## src/rtl/regfile_pkg.sv

```systemverilog
// ---------------------------------------------------------------------------
// regfile_pkg
// Shared constants and types for the register-file write path.
//   REG_ADDR_W / REG_DATA_W : default address / data widths of the regfile
//   NUM_GPR                 : number of real registers (R0..R14)
//   R15_ADDR                : address that decodes to no register; writes are dropped
//   wb_req_t                : one writeback request (destination + data)
//   wait_cnt_w()            : width needed to count 0..max inclusive
// ---------------------------------------------------------------------------
package regfile_pkg;

    localparam int REG_ADDR_W = 4;
    localparam int REG_DATA_W = 32;
    localparam int NUM_GPR    = 15;

    localparam logic [REG_ADDR_W-1:0] R15_ADDR = 4'hF;

    typedef struct packed {
        logic [REG_ADDR_W-1:0] addr;
        logic [REG_DATA_W-1:0] data;
    } wb_req_t;

    // Width of a saturating counter that must be able to hold the value max.
    function automatic int wait_cnt_w(input int max);
        int w;
        w = $clog2(max + 1);
        return (w < 1) ? 1 : w;
    endfunction

endpackage : regfile_pkg

```

## src/rtl/regfile_write_arbiter_if.sv

```systemverilog
// ---------------------------------------------------------------------------
// regfile_write_arbiter_if
// Bundles everything that crosses the arbiter boundary except clock and reset:
//   requester side : req_valid_i, req_addr_i, req_data_i (packed per source),
//                    req_ready_o (one-hot grant), reserve_valid_i/reserve_addr_i
//   regfile side   : write_enable_o, write_addr_o, write_data_o
//   core side      : busy_o (pending-write scoreboard), r15_drop_o
// Modports:
//   slave  : the arbiter itself
//   master : whatever drives the requests and consumes the write port
// ---------------------------------------------------------------------------
interface regfile_write_arbiter_if
    import regfile_pkg::*;
#(
    parameter int NUM_REQ = 3,
    parameter int DATA_W  = REG_DATA_W,
    parameter int ADDR_W  = REG_ADDR_W
) ();

    logic [NUM_REQ-1:0]        req_valid_i;
    logic [NUM_REQ*ADDR_W-1:0] req_addr_i;
    logic [NUM_REQ*DATA_W-1:0] req_data_i;
    logic [NUM_REQ-1:0]        req_ready_o;

    logic                      reserve_valid_i;
    logic [ADDR_W-1:0]         reserve_addr_i;

    logic                      write_enable_o;
    logic [ADDR_W-1:0]         write_addr_o;
    logic [DATA_W-1:0]         write_data_o;

    logic [2**ADDR_W-2:0]      busy_o;
    logic                      r15_drop_o;

    modport slave (
        input  req_valid_i, req_addr_i, req_data_i,
        input  reserve_valid_i, reserve_addr_i,
        output req_ready_o,
        output write_enable_o, write_addr_o, write_data_o,
        output busy_o, r15_drop_o
    );

    modport master (
        output req_valid_i, req_addr_i, req_data_i,
        output reserve_valid_i, reserve_addr_i,
        input  req_ready_o,
        input  write_enable_o, write_addr_o, write_data_o,
        input  busy_o, r15_drop_o
    );

endinterface : regfile_write_arbiter_if

```

## src/rtl/prio_arbiter.sv

```systemverilog
// ---------------------------------------------------------------------------
// prio_arbiter
// Purely combinational two-level fixed-priority arbiter.
//   valid    in  N   requesters asking this cycle
//   promoted in  N   requesters that have waited long enough to jump the queue
//   grant    out N   one-hot (or zero) winner
// If any valid requester is promoted, the lowest-index promoted one wins;
// otherwise the lowest-index valid requester wins.
// ---------------------------------------------------------------------------
module prio_arbiter #(
    parameter int N = 3
) (
    input  logic [N-1:0] valid,
    input  logic [N-1:0] promoted,
    output logic [N-1:0] grant
);

    logic [N-1:0] promoted_valid;
    logic [N-1:0] sel;

    // A promoted bit is only meaningful for a requester that is still asking.
    assign promoted_valid = valid & promoted;
    assign sel            = (|promoted_valid) ? promoted_valid : valid;

    // Lowest set bit of sel: each bit wins only if every lower bit is clear.
    // Computed per bit (no ripple chain) so the tools see a flat AND tree.
    for (genvar gi = 0; gi < N; gi++) begin : g_pick
        if (gi == 0) begin : g_first
            assign grant[gi] = sel[gi];
        end else begin : g_rest
            assign grant[gi] = sel[gi] && (sel[gi-1:0] == '0);
        end
    end

endmodule : prio_arbiter

```

## src/rtl/regfile_write_arbiter.sv

```systemverilog
// ---------------------------------------------------------------------------
// regfile_write_arbiter
// Shares the single regfile write port between NUM_REQ writeback sources
// (0 = pipeline writeback, 1 = load/multicycle unit, 2 = debug/init).
//   clk_i   in  clock, rising edge
//   rst_ni  in  asynchronous active-low reset
//   bus     slave modport of regfile_write_arbiter_if (requests, grant,
//           registered regfile write port, busy scoreboard, R15 drop pulse)
// Behaviour summary:
//   - Combinational grant each cycle, fixed priority with a starvation guard:
//     a valid requester left waiting MAX_WAIT cycles is promoted above others.
//   - The granted write is registered and presented to the regfile one cycle
//     later. Writes to R15 are accepted but dropped, with a one-cycle pulse.
//   - busy_o tracks registers reserved by long-latency ops; a granted write
//     clears its bit, a same-cycle reserve of the same register wins.
// ---------------------------------------------------------------------------
module regfile_write_arbiter
    import regfile_pkg::*;
#(
    parameter int NUM_REQ  = 3,
    parameter int DATA_W   = REG_DATA_W,
    parameter int ADDR_W   = REG_ADDR_W,
    parameter int MAX_WAIT = 4
) (
    input  logic                    clk_i,
    input  logic                    rst_ni,
    regfile_write_arbiter_if.slave  bus
);

    localparam int                WAIT_W    = wait_cnt_w(MAX_WAIT);
    localparam int                NUM_REGS  = 2**ADDR_W - 1;
    localparam logic [ADDR_W-1:0] DROP_ADDR = '1;
    localparam logic [WAIT_W-1:0] WAIT_SAT  = WAIT_W'(MAX_WAIT);

    // -----------------------------------------------------------------------
    // Request unpacking and wait counters
    // -----------------------------------------------------------------------
    logic [ADDR_W-1:0]  req_addr [NUM_REQ];
    logic [DATA_W-1:0]  req_data [NUM_REQ];
    logic [NUM_REQ-1:0] promoted;
    logic [NUM_REQ-1:0] grant_raw;
    logic [NUM_REQ-1:0] grant;

    for (genvar gi = 0; gi < NUM_REQ; gi++) begin : g_req
        logic [WAIT_W-1:0] wait_reg;
        logic [WAIT_W-1:0] wait_next;

        assign req_addr[gi] = bus.req_addr_i[gi*ADDR_W +: ADDR_W];
        assign req_data[gi] = bus.req_data_i[gi*DATA_W +: DATA_W];
        assign promoted[gi] = (wait_reg == WAIT_SAT);

        // Count only while asking and losing; a grant or a withdrawn request
        // starts the wait over from zero.
        always_comb begin
            wait_next = '0;
            if (bus.req_valid_i[gi] && !grant[gi]) begin
                wait_next = (wait_reg == WAIT_SAT) ? wait_reg : wait_reg + 1'b1;
            end
        end

        always_ff @(posedge clk_i or negedge rst_ni) begin
            if (!rst_ni) begin
                wait_reg <= '0;
            end else begin
                wait_reg <= wait_next;
            end
        end
    end

    // -----------------------------------------------------------------------
    // Arbitration
    // -----------------------------------------------------------------------
    prio_arbiter #(
        .N (NUM_REQ)
    ) u_prio_arbiter (
        .valid    (bus.req_valid_i),
        .promoted (promoted),
        .grant    (grant_raw)
    );

    // No grant may be seen while reset is held, even if requesters are valid.
    assign grant           = grant_raw & {NUM_REQ{rst_ni}};
    assign bus.req_ready_o = grant;

    // -----------------------------------------------------------------------
    // Winner select (grant is one-hot, so an OR of masked inputs is a mux)
    // -----------------------------------------------------------------------
    logic [ADDR_W-1:0] win_addr;
    logic [DATA_W-1:0] win_data;
    logic              any_grant;
    logic              win_is_r15;

    always_comb begin
        win_addr = '0;
        win_data = '0;
        for (int k = 0; k < NUM_REQ; k++) begin
            if (grant[k]) begin
                win_addr = win_addr | req_addr[k];
                win_data = win_data | req_data[k];
            end
        end
    end

    assign any_grant  = |grant;
    assign win_is_r15 = (win_addr == DROP_ADDR);

    // -----------------------------------------------------------------------
    // Registered regfile write port
    // -----------------------------------------------------------------------
    logic              write_enable_reg;
    logic [ADDR_W-1:0] write_addr_reg;
    logic [DATA_W-1:0] write_data_reg;
    logic              r15_drop_reg;

    always_ff @(posedge clk_i or negedge rst_ni) begin
        if (!rst_ni) begin
            write_enable_reg <= 1'b0;
            write_addr_reg   <= '0;
            write_data_reg   <= '0;
            r15_drop_reg     <= 1'b0;
        end else begin
            // R15 is accepted from the requester but never reaches the regfile.
            write_enable_reg <= any_grant && !win_is_r15;
            r15_drop_reg     <= any_grant &&  win_is_r15;
            if (any_grant) begin
                write_addr_reg <= win_addr;
                write_data_reg <= win_data;
            end
        end
    end

    assign bus.write_enable_o = write_enable_reg;
    assign bus.write_addr_o   = write_addr_reg;
    assign bus.write_data_o   = write_data_reg;
    assign bus.r15_drop_o     = r15_drop_reg;

    // -----------------------------------------------------------------------
    // Pending-write scoreboard
    // Only R0..R14 have a bit, so reserving or writing R15 never matches.
    // -----------------------------------------------------------------------
    logic [NUM_REGS-1:0] busy_reg;
    logic [NUM_REGS-1:0] busy_next;
    logic [NUM_REGS-1:0] busy_set;
    logic [NUM_REGS-1:0] busy_clr;

    for (genvar gi = 0; gi < NUM_REGS; gi++) begin : g_busy
        assign busy_set[gi] = bus.reserve_valid_i && (bus.reserve_addr_i == ADDR_W'(gi));
        assign busy_clr[gi] = any_grant && (win_addr == ADDR_W'(gi));
    end

    // Set is applied after clear: a reserve in the same cycle as a write to the
    // same register belongs to a newer outstanding op and must survive.
    assign busy_next = (busy_reg & ~busy_clr) | busy_set;

    always_ff @(posedge clk_i or negedge rst_ni) begin
        if (!rst_ni) begin
            busy_reg <= '0;
        end else begin
            busy_reg <= busy_next;
        end
    end

    assign bus.busy_o = busy_reg;

endmodule : regfile_write_arbiter
```

## src/flat_wrapper.sv

```systemverilog
// flat-port wrapper written by rule: the top's interface ports become plain ports
module regfile_write_arbiter_flat import regfile_pkg::*;
#(
    parameter int NUM_REQ  = 3,
    parameter int DATA_W   = REG_DATA_W,
    parameter int ADDR_W   = REG_ADDR_W,
    parameter int MAX_WAIT = 4
)
  (clk_i, rst_ni, bus_req_valid_i, bus_req_addr_i, bus_req_data_i, bus_reserve_valid_i, bus_reserve_addr_i, bus_req_ready_o, bus_write_enable_o, bus_write_addr_o, bus_write_data_o, bus_busy_o, bus_r15_drop_o);
  regfile_write_arbiter_if #(.NUM_REQ(NUM_REQ), .DATA_W(DATA_W), .ADDR_W(ADDR_W)) bus_i ();
  input  logic clk_i;
  input  logic rst_ni;
  input wire logic [$bits(bus_i.req_valid_i)-1:0] bus_req_valid_i;
  input wire logic [$bits(bus_i.req_addr_i)-1:0] bus_req_addr_i;
  input wire logic [$bits(bus_i.req_data_i)-1:0] bus_req_data_i;
  input wire logic [$bits(bus_i.reserve_valid_i)-1:0] bus_reserve_valid_i;
  input wire logic [$bits(bus_i.reserve_addr_i)-1:0] bus_reserve_addr_i;
  output wire logic [$bits(bus_i.req_ready_o)-1:0] bus_req_ready_o;
  output wire logic [$bits(bus_i.write_enable_o)-1:0] bus_write_enable_o;
  output wire logic [$bits(bus_i.write_addr_o)-1:0] bus_write_addr_o;
  output wire logic [$bits(bus_i.write_data_o)-1:0] bus_write_data_o;
  output wire logic [$bits(bus_i.busy_o)-1:0] bus_busy_o;
  output wire logic [$bits(bus_i.r15_drop_o)-1:0] bus_r15_drop_o;
  assign bus_i.req_valid_i = bus_req_valid_i;
  assign bus_i.req_addr_i = bus_req_addr_i;
  assign bus_i.req_data_i = bus_req_data_i;
  assign bus_i.reserve_valid_i = bus_reserve_valid_i;
  assign bus_i.reserve_addr_i = bus_reserve_addr_i;
  assign bus_req_ready_o = bus_i.req_ready_o;
  assign bus_write_enable_o = bus_i.write_enable_o;
  assign bus_write_addr_o = bus_i.write_addr_o;
  assign bus_write_data_o = bus_i.write_data_o;
  assign bus_busy_o = bus_i.busy_o;
  assign bus_r15_drop_o = bus_i.r15_drop_o;
  regfile_write_arbiter #(.NUM_REQ(NUM_REQ), .DATA_W(DATA_W), .ADDR_W(ADDR_W), .MAX_WAIT(MAX_WAIT)) u_core (.clk_i(clk_i), .rst_ni(rst_ni), .bus(bus_i));
endmodule
```

## config.mk

```make
export PLATFORM = sky130hd
export DESIGN_NAME = regfile_write_arbiter_flat
export DESIGN_NICKNAME = d
export VERILOG_FILES = /design/src/rtl/regfile_pkg.sv /design/src/rtl/regfile_write_arbiter_if.sv /design/src/rtl/prio_arbiter.sv /design/src/rtl/regfile_write_arbiter.sv /design/src/flat_wrapper.sv
export SDC_FILE = /design/constraint.sdc
export NUM_CORES = 1
export LEC_CHECK = 0
export CORE_MARGIN = 5
export CORE_UTILIZATION = 39
export DETAILED_ROUTE_END_ITERATION = 10
export GPL_TIMING_DRIVEN = 0
export PLACE_DENSITY_LB_ADDON = 0.2
export SYNTH_ARGS = -nofsm -noshare
export SYNTH_HDL_FRONTEND = slang
export SYNTH_SLANG_ARGS = --single-unit
```

## constraint.sdc

```tcl
create_clock -name clk_i -period 2.4 [get_ports clk_i]
set_input_delay 0.24 -clock clk_i [delete_from_list [all_inputs] [get_ports clk_i]]
set_output_delay 0.24 -clock clk_i [all_outputs]
set_load 0.005 [all_outputs]
```

==> results of run 1 <==
per-layer routing:
metal | vias up | GRT usage
met2 | 147 | 0.379
li1 | 1591 | -
met3 | 24 | 0.0666
met1 | 1629 | 0.259
met5 | - | 0
met4 | 0 | 0.0861
cell families (layout without fill, tap and decap cells):
kind of cell	count (synthesis)	after routing
compound gates	107	107
simple gates	100	100
xor+xnor	3	3
fa+ha+maj	6	6
flops	62	62
mux	1	1
buf+inv	27	234
area by class of cell:
cell class,instances,area [sq um],share of cell area
Buffer,19,146,0.0262
Clock buffer,10,138,0.0246
Clock inverter,6,85.1,0.0152
Inverter,6,22.5,0.00403
Multi-Input combinational cell,217,1610,0.288
Sequential cell,62,1550,0.278
Tap cell,102,128,0.0228
Timing Repair Buffer,193,1910,0.341
final timing paths:
| path | end | slack, ns | depth (start not counted) |
|---|---|---|---|
| worst max register to register | u_core.bus.busy_o[2] | 0.05 | 10 |
| worst max-delay path | u_core.bus.busy_o[2] | 0.05 | 10 |
| max in group asynchronous | u_core.g_req[2].wait_reg[2] | 1.65 | 3 |
| min in group clk_i | u_core.bus.write_data_o[30] | 0.48 | 2 |
| worst min register to register | u_core.bus.write_data_o[30] | 0.48 | 2 |
| worst min-delay path | u_core.bus.busy_o[2] | 0.47 | 3 |
repair_timing:
action / in CTS / in global routing
endpoints found under the setup margin: 40 / 46
setup buffers: 7 / 12
hold endpoints to repair: 62 / 0
pin swaps: 4 / 7
hold buffers: 2 / 0
gates resized for setup: 29 / 29
worst min-delay path: stages:
cell	delay, ns
dlygate4sd3_1	0.54
buf_6	0.14
buf_16	0.27
metrics by stage:
stage	TNS [ns]	utilization	total power, uW	instances
final	0	0.723	3630	615
after global routing	-0.0847	0.723	3840	615
after CTS	-0.0196	0.694	3570	605
after detailed placement	-22.21	0.642	2490	581
after global placement	-220.34	0.642	2470	581
after floorplan	0	-	1750	306
layout by cell type, fill, tap and decap left out, types with 3 or more instances in the layout:
cell	instances
clkdlybuf4s50_1	170
dfrtp_1	62
nor2_1	43
a21oi_1	33
a222oi_1	32
nand2_1	21
buf_4	18
clkbuf_8	11
o41ai_2	9
nand3_1	7
o21ai_1	7
nand2b_1	7
o21ai_0	7
buf_6	5
nor3b_1	5
buf_2	5
clkbuf_1	5
inv_1	4
a221oi_4	4
o31ai_1	4
nor3_1	3
xnor2_1	3
ha_4	3
ha_1	3
power breakdown:
part	switching, uW	total [uW]	internal (uW)
combinational	479	1230	751
clock	412	1020	609
sequential	132	1380	1250
total	1020	3630	2610
==> flow_summary.ini, run 1 <==
[clock_tree]
cts_root_buf = clkbuf_8
cts_tree = done
clkLatencyLatePin_ns = 0.34
cts_buffer_depth = 2
cts_buffers = 9
cts_num_sinks = 62
htreeDepth = 3
clkTransAtPathRegs_ns = 0.07

[detailed_routing]
first_pass_iters = 8
drtIter0Drc = 237
postRouteAntennaNets = 0
met2_length_microns = 5940
viasPerCell = 5.51
vias = 3391
routed_wl_microns = 11400
met1_length_microns = 4330
wl_met3_microns = 770
top_layer = met4
route.detailed.drc = 0
wl_per_cell_microns = 18.5

[placement]
place.gp.congestion = 0.873
io_buffers = 173
placed_cell_area_sq_um = 4960
dpl_worst_slack_ns = -0.767
dpl.hpwl_microns = 8290

[synth]
synthFlopType = dfrtp_1
synthSimpleGateAreaFrac = 0.150
synth_edf_count = 0
synth_top_family_by_area = compound AO/OA/AOI/OAI gates
synth_most_common_cell = dfrtp_1
yosys-top-cells-count = dfrtp_1, nor2_1, a21oi_1
synth_compound_area_frac = 0.268
ys_seq_area_frac = 0.500
syn_area_sq_um = 3110
post-synth-top-area-cell = dfrtp_1
synth_seq_cells = 62
muxShareOfSynthArea = 0.00322
yosys.area_share.adder = 0.0242
yosysTopAreaCellShare = 0.500
synth-xor-area-share = 0.00846
async_flop_share = 1.00
post_synth_num_cell_types = 35
syn_nets = 430
yosysWarningCount = 0
synthCells = 306
synth_top_cells_by_area = dfrtp_1, a222oi_1, a21oi_1, nor2_1, o41ai_1
synth.avg_cell_area_sq_um = 10.1

[setup_path]
critPathLaunchType = register
end_kind = register
cp_slowest_stage_delay_ns = 0.40
crit_family = compound AO/OA/AOI/OAI gates
startpoint = u_core.g_req[0].wait_reg[1]
path_cells = inv_1, ha_4, and2_4, o21ai_2, and4_4, buf_6, a221o_1, buf_6, o41ai_2, nand2_1
cp_max_fo = 9
crit_slowest_cell = dfrtp_1
path_buf_inv = 3
cp.required_ns = 2.61
crit_top_cell = buf_6
arrival_ns = 2.57
r2r-start = u_core.g_req[0].wait_reg[1]
criticalPathCategory = register to register

[hold_path]
hp-class = primary input to asynchronous set/reset pin

[grt]
grtUsageTotal = 0.221
grt_pass1_vias = 3430
grt_max_degree = 63
antenna_found_initial = 0
gr-total-overflow = 0
grt_pass1_wl_microns = 17300

[final_layout]
antenna_cells = 0
largest_reg_flops = 32
nets = 632
fin_area_sq_um = 5590
drive_gt1_frac = 0.162
nFillCells = 593
area_delta_synth_final_pct = 79.9

[power_and_ir_drop]
powerDensity_nw_per_um2 = 650
p_leak_uw = 0.00222
ir_worst_vdd_mv = 0.518

[floorplanning]
std_cell_rows = 32
die_w_microns = 99.2
core_area_sq_um = 7730
die_y_microns = 99.2
pin_count = 174
start_util = 0.402
dieArea_sq_um = 9850

[timing]
period_needed_ns = 2.35
drv_slew = 0
setup_violations = 0
rsz0062_at_grt = yes
fin_crit_sh = 0.980
hold_viol_final = 0
fin_skew_ns = 0.00660
fmax_mhz = 425
setup_slack_ns = 0.0491
hold_ws_ns = 0.469
slew_headroom = 0.596
worst_pin_slew_ns = 0.606

[job]
cap_violations = 0

[status]
status = complete, no violations
No activity file was read; power rests on OpenSTA's default activity.
==> inputs of run 2 (changes only) <==
- CORE_UTILIZATION: 39 -> 30
==> run 2 against run 1 <==
Against the previous run:
- count of clock-buffer cells in the layout up 2
- cell count up 5.4%
- register-to-register slack about the same
- critical path depth unchanged
- flip-flop and latch count unchanged
- maximum frequency about the same
- clock power down 24%
- combinational power about the same
- worst hold slack better by 0.0053 ns
- non-clock buffer count up 1
- critical endpoint is now u_core.bus.busy_o[13]
- largest power group unchanged
==> flow_summary.ini, run 2 (synthesis results as in run 1) <==
[final_layout]
fin_area_sq_um = 5510
final_common_cell = clkdlybuf4s50_1
largest_reg_flops = 32
nFillCells = 918
final_cell_mix = clkdlybuf4s50_1, dfrtp_1, nor2_1
nets = 633
drive_gt1_frac = 0.154
stdcell_count = 648
antenna_cells = 0
area_delta_synth_final_pct = 77.4

[grt]
grt_pass1_vias = 3424
grtUsageTotal = 0.184
gr-total-overflow = 0
antenna_found_initial = 0
grt_max_degree = 63
grt_pass1_wl_microns = 18500

[setup_path]
critPathLaunchType = register
cp_max_fo = 9
arrival_ns = 2.56
path_buf_inv = 3
path_cells = inv_2, ha_4, and2_4, o21ai_2, and4_4, buf_6, a221o_1, buf_6, o41ai_1, o21ai_1
crit_slowest_cell = dfrtp_1
crit_family = compound AO/OA/AOI/OAI gates
crit_top_cell = buf_6
cp.required_ns = 2.61
cp_slowest_stage_delay_ns = 0.40
criticalPathCategory = register to register
end_kind = register

[clock_tree]
cts_root_buf = clkbuf_8
cts_buffers = 9
cts_buffer_depth = 2
cts_num_sinks = 62
clkTransAtPathRegs_ns = 0.07
clkLatencyLatePin_ns = 0.34
cts_tree = done
htreeDepth = 3

[detailed_routing]
drtIter0Drc = 263
viasPerCell = 5.14
wl_per_cell_microns = 18.2
route.detailed.drc = 0
vias = 3331
first_pass_iters = 8
postRouteAntennaNets = 0
routed_wl_microns = 11800

[hold_path]
hp-class = register to register

[timing]
rsz0062_at_grt = yes
drv_slew = 0
fin_crit_sh = 0.979
setup-tns-final_ns = 0
hold_ws_ns = 0.474
fin_skew_ns = 0.00519
hold_viol_final = 0
setup_violations = 0
slew_headroom = 0.552
period_needed_ns = 2.35
fmax_mhz = 426
worst_pin_slew_ns = 0.669

[floorplanning]
pin_count = 174
std_cell_rows = 37
die_w_microns = 112
die_y_microns = 112
dieArea_sq_um = 12500
start_util = 0.304
core_area_sq_um = 10200

[placement]
io_buffers = 173
dpl.hpwl_microns = 8500
place.gp.congestion = 0.831
dp_cells = 615
placed_cell_area_sq_um = 5000

[power_and_ir_drop]
ir_worst_vdd_mv = 0.370
p_leak_uw = 0.00218
finalPower_uw = 3350
powerDensity_nw_per_um2 = 608

[job]
cap_violations = 0

[status]
status = complete, no violations
-- run 2: cell count changes in the layout (fill, tap and decap cells not counted), moves of 2 or more --
| cell | delta |
|---|---|
| o41ai_2 | -4 |
| bufinv_16 | -2 |
| inv_1 | -4 |
| o41ai_1 | +5 |
| clkinvlp_4 | -2 |
| inv_2 | +4 |
-- run 2: area by class of cell --
cell class                      count  area, sq um  area share
Buffer                             20          148      0.0268
Clock buffer                       12          145      0.0263
Clock inverter                      2         10.0     0.00182
Inverter                            6         22.5     0.00409
Multi-Input combinational cell    217         1550       0.282
Sequential cell                    62         1550       0.282
Tap cell                          136          170      0.0309
Timing Repair Buffer              193         1910       0.347
-- run 2: what timing repair did --
action	4_1_cts	5_1_grt
gates resized for setup	29	30
pin swaps	6	7
setup endpoints to repair	40	50
endpoints found under the hold margin	62	0
hold buffers	2	0
setup buffers	9	9
-- run 2: path summary, 6_finish.rpt --
check / from / to / slack [ns] / cells after the start
max: u_core.g_req[0].wait_reg[1] / u_core.bus.busy_o[13] / 0.05 / 10
min: u_core.bus.write_data_o[30] / u_core.bus.write_data_o[30] / 0.47 / 2
max reg2reg: u_core.g_req[0].wait_reg[1] / u_core.bus.busy_o[13] / 0.05 / 10
min reg2reg: u_core.bus.write_data_o[30] / u_core.bus.write_data_o[30] / 0.47 / 2
max in group asynchronous: rst_ni / u_core.bus.write_data_o[30] / 1.62 / 3
min in group asynchronous: rst_ni / u_core.bus.write_data_o[19] / 0.52 / 3
-- run 2: routing by layer --
layer	vias to the layer above	part of all wire	GRT usage	wire length, microns
met3	14	0.076	0.0658	892
met1	1591	0.39	0.214	4650
met2	134	0.51	0.320	6040
li1	1592	-	-	-
met5	-	0	0	0
met4	0	0.016	0.0543	192
-- run 2: where the power goes --
part | switching [uW] | internal (uW) | total (uW)
Combinational | 470 | 737 | 1210
Sequential | 124 | 1250 | 1370
Clock | 383 | 389 | 771
Total | 977 | 2370 | 3350
-- run 2: worst reg2reg max path, cell delays in order (launching register included) --
cell     delay [ns]
dfrtp_1        0.40
inv_2          0.08
ha_4           0.15
and2_4         0.17
o21ai_2        0.06
and4_4         0.22
buf_6          0.15
a221o_1        0.36
buf_6          0.15
o41ai_1        0.37
o21ai_1        0.11
-- run 2: per-stage QoR --
stage / setup slack [ns] / util
after floorplan: 0.219 / -
after global placement: -3.07 / 0.489
after detailed placement: -0.735 / 0.489
after CTS: 0.0226 / 0.523
after global routing: -0.0559 / 0.539
final: 0.0514 / 0.539
